===== config.mk =====
export PLATFORM = sky130hd
export DESIGN_NAME = cla_sub_seq
export DESIGN_NICKNAME = d
export VERILOG_FILES = /design/src/rtl/cla_sub_seq.sv
export SDC_FILE = /design/constraint.sdc
export NUM_CORES = 1
export LEC_CHECK = 0
export BUFFER_PORTS_ARGS = -buffer_cell sky130_fd_sc_hd__buf_4
export CAP_MARGIN = 20
export CORE_ASPECT_RATIO = 2
export CORE_UTILIZATION = 55
export CTS_BUF_LIST = sky130_fd_sc_hd__clkbuf_4
export CTS_CLUSTER_DIAMETER = 80
export CTS_CLUSTER_SIZE = 10
export DETAILED_ROUTE_END_ITERATION = 10
export GPL_ROUTABILITY_DRIVEN = 0
export PLACE_DENSITY_LB_ADDON = 0.12
export SLEW_MARGIN = 20
export SYNTH_ARGS = -nofsm -noshare
export SYNTH_HDL_FRONTEND = slang
export SYNTH_SLANG_ARGS = --single-unit

===== constraint.sdc =====
create_clock -name clk -period 8 [get_ports clk]
set_input_delay 0.4 -clock clk [delete_from_list [all_inputs] [get_ports clk]]
set_output_delay 0.4 -clock clk [all_outputs]
set_load 0.03 [all_outputs]

===== src/rtl/cla_sub_seq.sv =====
// cla_sub_seq: multi-cycle wide subtractor, d = a - b - bin.
// One SLICE-bit carry-lookahead slice is evaluated per clock, least
// significant slice first. The subtraction is done as a + ~b + ~bin, so the
// inter-slice carry means "no borrow". Valid/ready handshakes on both sides.
module cla_sub_seq #(
  parameter int WIDTH = 16,
  parameter int SLICE = 4
) (
  input  logic             clk,
  input  logic             rst_n,
  input  logic             in_valid,
  output logic             in_ready,
  input  logic [WIDTH-1:0] a,
  input  logic [WIDTH-1:0] b,
  input  logic             bin,
  output logic             out_valid,
  input  logic             out_ready,
  output logic [WIDTH-1:0] d,
  output logic             bout,
  output logic             ovf,
  output logic             zero
);

  localparam int N   = WIDTH / SLICE;
  localparam int CW  = (N > 1) ? $clog2(N) : 1;
  localparam int MSB = WIDTH - 1;

  typedef enum logic [1:0] {
    IDLE = 2'd0,
    BUSY = 2'd1,
    DONE = 2'd2
  } state_t;

  state_t            state_r;
  logic [WIDTH-1:0]  a_r;
  logic [WIDTH-1:0]  b_r;
  logic [WIDTH-1:0]  d_r;
  logic              carry_r;
  logic [CW-1:0]     cnt_r;
  logic              in_ready_r;
  logic              out_valid_r;
  logic              bout_r;
  logic              ovf_r;
  logic              zero_r;

  logic [SLICE-1:0]  x_s;
  logic [SLICE-1:0]  y_s;
  logic [SLICE-1:0]  g_s;
  logic [SLICE-1:0]  p_s;
  logic [SLICE:0]    c_s;
  logic [SLICE-1:0]  sum_s;
  logic [WIDTH-1:0]  d_next_s;
  logic              last_s;

  // Slice operand select and per-bit generate/propagate for the current slice.
  always_comb begin
    x_s = a_r[cnt_r*SLICE +: SLICE];
    y_s = ~b_r[cnt_r*SLICE +: SLICE];
    g_s = x_s & y_s;
    p_s = x_s ^ y_s;
  end

  // Lookahead carries: each c[j+1] is a flat sum of products of g/p and the
  // slice carry-in, so no carry ripples through another carry in the slice.
  always_comb begin
    logic cy;
    logic term;
    cy     = 1'b0;
    term   = 1'b0;
    c_s    = '0;
    c_s[0] = carry_r;
    for (int j = 0; j < SLICE; j++) begin
      cy = carry_r;
      for (int k = 0; k <= j; k++) begin
        cy = cy & p_s[k];
      end
      for (int m = 0; m <= j; m++) begin
        term = g_s[m];
        for (int k = m + 1; k <= j; k++) begin
          term = term & p_s[k];
        end
        cy = cy | term;
      end
      c_s[j+1] = cy;
    end
  end

  // Slice sum merged into the running difference; flags are taken from this.
  always_comb begin
    sum_s    = p_s ^ c_s[SLICE-1:0];
    d_next_s = d_r;
    d_next_s[cnt_r*SLICE +: SLICE] = sum_s;
    last_s   = (cnt_r == CW'(N - 1));
  end

  // Control FSM, operand capture, slice accumulation and registered outputs.
  always_ff @(posedge clk or negedge rst_n) begin
    if (!rst_n) begin
      state_r     <= IDLE;
      a_r         <= '0;
      b_r         <= '0;
      d_r         <= '0;
      carry_r     <= 1'b0;
      cnt_r       <= '0;
      in_ready_r  <= 1'b1;
      out_valid_r <= 1'b0;
      bout_r      <= 1'b0;
      ovf_r       <= 1'b0;
      zero_r      <= 1'b0;
    end else begin
      case (state_r)
        IDLE: begin
          if (in_valid && in_ready_r) begin
            a_r        <= a;
            b_r        <= b;
            carry_r    <= ~bin;
            cnt_r      <= '0;
            in_ready_r <= 1'b0;
            state_r    <= BUSY;
          end
        end
        BUSY: begin
          d_r     <= d_next_s;
          carry_r <= c_s[SLICE];
          cnt_r   <= cnt_r + CW'(1);
          if (last_s) begin
            state_r     <= DONE;
            out_valid_r <= 1'b1;
            bout_r      <= ~c_s[SLICE];
            ovf_r       <= (a_r[MSB] != b_r[MSB]) & (d_next_s[MSB] != a_r[MSB]);
            zero_r      <= (d_next_s == '0);
          end
        end
        DONE: begin
          // in_valid is ignored here; a new operand waits for IDLE.
          if (out_ready) begin
            out_valid_r <= 1'b0;
            in_ready_r  <= 1'b1;
            state_r     <= IDLE;
          end
        end
        default: begin
          state_r     <= IDLE;
          in_ready_r  <= 1'b1;
          out_valid_r <= 1'b0;
        end
      endcase
    end
  end

  assign in_ready  = in_ready_r;
  assign out_valid = out_valid_r;
  assign d         = d_r;
  assign bout      = bout_r;
  assign ovf       = ovf_r;
  assign zero      = zero_r;

endmodule


Yosys cells after proc, flatten, opt, wreduce, memory -nomap -nowiden --
Index checks and enable logic that the tools add are counted. Widths: inputs -> output; s select.
Storage, ports and cells: logic and storage cells 79, bits of input ports 37, bits in read-only memories 0, latch bits 0, memories kept 0, output and inout bits 21, register bits after elaboration 58, bits in writable memories 0
Cells by class: eq/ne operators 8, shift-type cells 4, bitwise logic cells 29, div/mod/pow operators 0, add/subtract/negate cells 2, reduce and logical (&&, ||, !) cells 10, $mul 0, muxes and demuxes 15, magnitude comparators 0
Operators with widths (number):
- $neg 4->34 | 1
- $shift 4x34->16 const A | 1
- $shiftx 4x34->16 | 1
- $shiftx 16x5->4 | 2
- $bwmux 16 | 1
- $logic_not 16->1 | 1
- $and 1x1->1 | 11
- $or 1x1->1 | 10
- $reduce_and 3->1 | 3
- $mux 2 | 4
- $xor 4x4->4 | 2
- $ne 2x2->1 const B | 3
- $pmux 1 s3 | 2
- $pmux 2 s3 | 1
- $reduce_and 2->1 | 3
- $mux 1 | 5
- $and 4x4->4 | 1
- $eq 2x2->1 const B | 2
- $not 1->1 | 4
- $not 4->4 | 1
- $pmux 2 s2 | 1
- $add 2x1->2 const B | 1
- $eq 2x1->1 const B | 1
- $logic_not 2->1 | 1
- 4 further kinds | 5

Logic depth before layout (Yosys ltp) --
depth after elaboration 14, gate-level depth with buffers 9, depth with buffers taken out 8

Worst setup path after synthesis --
Ideal clock, no wire load.
kind reg2reg, start register cnt_r[0], end register d_r[11] (netlist: d[11]), clock period less this slack 2848 ps, cell stages (with the launch flop) 10, path slack 5152 ps, arrival 2726 ps, cell sequence dfrtp_1 > buf_2 > buf_2 > mux4_2 > ha_1 > ha_1 > o211ai_1 > and3b_1 > nor2_1 > a32o_1
On the way: longest elaborated chain between the ends 12, elaborated cells between the ends (all ways) 22
RTL lines:
- start: declaration | line 39 | logic [CW-1:0] cnt_r;
- start signal: assignment | line 125 | cnt_r <= cnt_r + CW'(1);
- $shiftx 16x5->4 | line 58 | y_s = ~b_r[cnt_r*SLICE +: SLICE];
- $not 4->4 | line 58
- $xor 4x4->4 | line 60 | p_s = x_s ^ y_s;
- $and 1x1->1 (3 in a row) | line 75 | cy = cy & p_s[k];
- $or 1x1->1 (3 in a row) | line 82 | cy = cy | term;
- $xor 4x4->4 | line 90 | sum_s = p_s ^ c_s[SLICE-1:0];
- $shiftx 4x34->16 | line 92 | d_next_s[cnt_r*SLICE +: SLICE] = sum_s;
- $bwmux 16 * | line 92
- end signal: assignment | line 123 | d_r <= d_next_s;
- end: declaration | line 37 | logic [WIDTH-1:0] d_r;
Every way passes the cells marked *; elsewhere a longest branch is shown, timed or not. A chain may end at the register's enable or synchronous reset.

Worst setup path in the final report --
start register cnt_r[0], end register d_r[2] (netlist: d[2])
The elaborated chain is that of the path after synthesis.

==> results.json <==
{
  "post_cts_buffers": 0,
  "nets": 392,
  "area_growth_pct": 22.6,
  "syn-instance-count": 285,
  "drtAntennaViolNets": 0,
  "antennaDiodeCount": 0,
  "cts_buffers": 9,
  "clkLatencyLatePin_ns": 0.42,
  "final.min_clock_period_ns": 3.26,
  "wl_um": 6380,
  "cp_num_buf_inv": 0,
  "drc": 0,
  "final_cell_mix": "nand2_1, buf_4, dfrtp_1",
  "drive_gt1_share_pct": 25.9,
  "switching_share_pct": 41.8,
  "power.switching_uw": 659,
  "sequentialPowerShare_pct": 33.5,
  "ys_warn_count": 0,
  "drt_pass1_iterations": 4,
  "outcome": "completed",
  "crit_family": "flip-flops",
  "synth-edff-count": 0,
  "arrival_ns": 3.62,
  "path_class": "reg -> reg",
  "power.leakage_uw": 0.00178,
  "cts_repair_resize_count": 0,
  "antenna_found_initial": 0,
  "htree_levels": 3,
  "synth-main-ff-cell": "dfrtp_1",
  "endpoint_kind": "flop",
  "peakVddDrop_mv": 0.375,
  "finalHoldViolCount": 0,
  "grt-ovfl-total": 0,
  "synth-seq-cells": 58,
  "cpPeakStageDelay_ns": 0.90,
  "cp_slowest_cell": "dfrtp_1",
  "path_max_fanout": 21,
  "p_clk_share_pct": 17.2,
  "netlist_area_um2": 2880,
  "finalClockSkew_ns": 0.0181,
  "grt_pass1_vias": 2257,
  "grt_usage_pct": 26.6,
  "combPwrFrac_pct": 49.3,
  "ctsRootBufferMaster": "clkbuf_4",
  "drv_slew": 0,
  "vias": 2301,
  "cp-start-kind": "flop",
  "power_density_nw_per_um2": 446,
  "synth.top_cell.area_share_pct": 49.5,
  "portBuffers": 57,
  "drt-initial-drc-count": 66,
  "die_h_um": 104,
  "setup-tns-final_ns": 0,
  "coreArea_um2": 4950,
  "hold_ws_ns": 0.0283,
  "ys_seq_area_share_pct": 50.5,
  "synth-async-reset-ratio_pct": 100,
  "dp_hpwl_um": 4470,
  "die_area_um2": 5550,
  "tightestPinTransition_ns": 0.839,
  "fmax_mhz": 306,
  "synth_area_per_cell_um2": 10.1,
  "start_util_pct": 58.1,
  "rsz0062_at_grt": "false",
  "maxCapViolCount": 0,
  "yosysTopAreaCell": "dfrtp_1",
  "clock_path_buffers": 2,
  "path_cells": "mux4_2 -> ha_1 -> ha_1 -> o21a_1 -> o21a_1 -> nor3_1 -> a22o_1",
  "worstHoldPathType": "in -> async",
  "cts_tree": "done",
  "fin_crit_sh_pct": 40.8,
  "grt_pass1_wl_um": 10500,
  "required_ns": 8.36,
  "syn-num-nets": 334,
  "cts.clk_slew.worst_paths_ns": 0.11,
  "holdBufCountCts": 0,
  "setup_viol": 0,
  "grt_start_max_net_pins": 59,
  "layout_commonest_cell": "nand2_1",
  "io_pins": 58,
  "wl_per_cell_um": 15.8,
  "synth_cell_type_count": 41,
  "synth.area.top_cells": "dfrtp_1, nand2_1, mux4_2",
  "max_slew_margin_pct": 44.1,
  "power.internal_uw": 916,
  "die_w_um": 53.2,
  "viasPerCell": 5.68,
  "fp-row-count": 36,
  "cts.sinks": 58
}
[final cells by class]
cell class / count / area, um^2
repair buffers: 60 / 450
fillers: 384 / 1420
flip-flops and latches: 58 / 1450
well taps: 57 / 71.3
clock buffers: 10 / 75.1
clock inverters: 6 / 105
multi-input cells: 206 / 1350
inverters: 8 / 30.0
[state kept, by name, summed over array words and instances (netlist names)]
signal,cells
a_r,16
b_r,16
d,16
cnt_r,2
state_r,2
bout,1
carry_r,1
in_ready,1
out_valid,1
ovf,1
zero,1
[cell families (layout without fill, tap and decap cells)]
family | after synthesis | after routing | synth area share [%]
buffers and inverters | 21 | 84 | 3.30
adder cells (fa/ha/maj) | 12 | 12 | 5.48
XOR/XNOR | 2 | 2 | 0.609
AND/OR/NAND/NOR | 137 | 137 | 21.2
multiplexers | 9 | 9 | 6.61
flip-flops | 58 | 58 | 50.5
AO/OA/AOI/OAI | 46 | 46 | 12.4
[worst reg2reg max path, cell delays in order, from the launching register on]
cell and delay, ns:
dfrtp_1 0.90, mux4_2 0.65, ha_1 0.32, ha_1 0.23
o21a_1 0.21, o21a_1 0.16, nor3_1 0.47, a22o_1 0.27
[per-stage QoR]
stage          util [%]  total power [uW]  setup slack, ns  std cells  instance area, um^2
6_report           71.3              1570             4.74        405                 3530
5_1_grt            71.3              1690             4.53        405                 3530
4_1_cts            71.3              1580             4.71        405                 3530
3_5_place_dp       67.6              1300             4.77        389                 3350
3_3_place_gp       67.6              1280             4.86        389                 3350
2_1_floorplan         -              1100             5.15        285                 2880
[path summary, 6_finish.rpt]
check / startpoint / cells after the start / slack [ns] / end
worst min-delay path: rst_n / 1 / 0.03 / d[2]$_DFFE_PN0P_
worst min register to register: b_r[10]$_DFFE_PN0P_ / 2 / 0.48 / b_r[10]$_DFFE_PN0P_
max in group asynchronous: rst_n / 1 / 7.50 / a_r[12]$_DFFE_PN0P_
worst max register to register: cnt_r[0]$_DFFE_PN0P_ / 7 / 4.74 / d[2]$_DFFE_PN0P_
worst max-delay path: cnt_r[0]$_DFFE_PN0P_ / 7 / 4.74 / d[2]$_DFFE_PN0P_
min in group clk: b[8] / 3 / 0.17 / b_r[8]$_DFFE_PN0P_
[routing by layer]
layer	share of wire, %	track usage (%)	up-vias
li1	-	-	1110
met1	37	29.5	1118
met2	56	45.5	58
met3	3.6	5.99	15
met4	3.5	13.0	0
met5	0	0	-
[Yosys cell counts (all sizes together), types with 5 or more instances]
library cell and n:
nand2 105, o21ai 6, mux4 8, ha 11
a21oi 6, clkbuf 5, a22o 8, dfrtp 57
inv 8, a32o 8, nor2 8, buf 8
[power by group through the flow]
stage               Clock, uW  Sequential (uW)  Combinational, uW
floorplan                   0              537                562
global placement            0              527                751
detailed placement          0              534                768
CTS                       274              528                777
global route              290              544                859
finish                    271              527                776
Power figures use the tool's default switching activity.
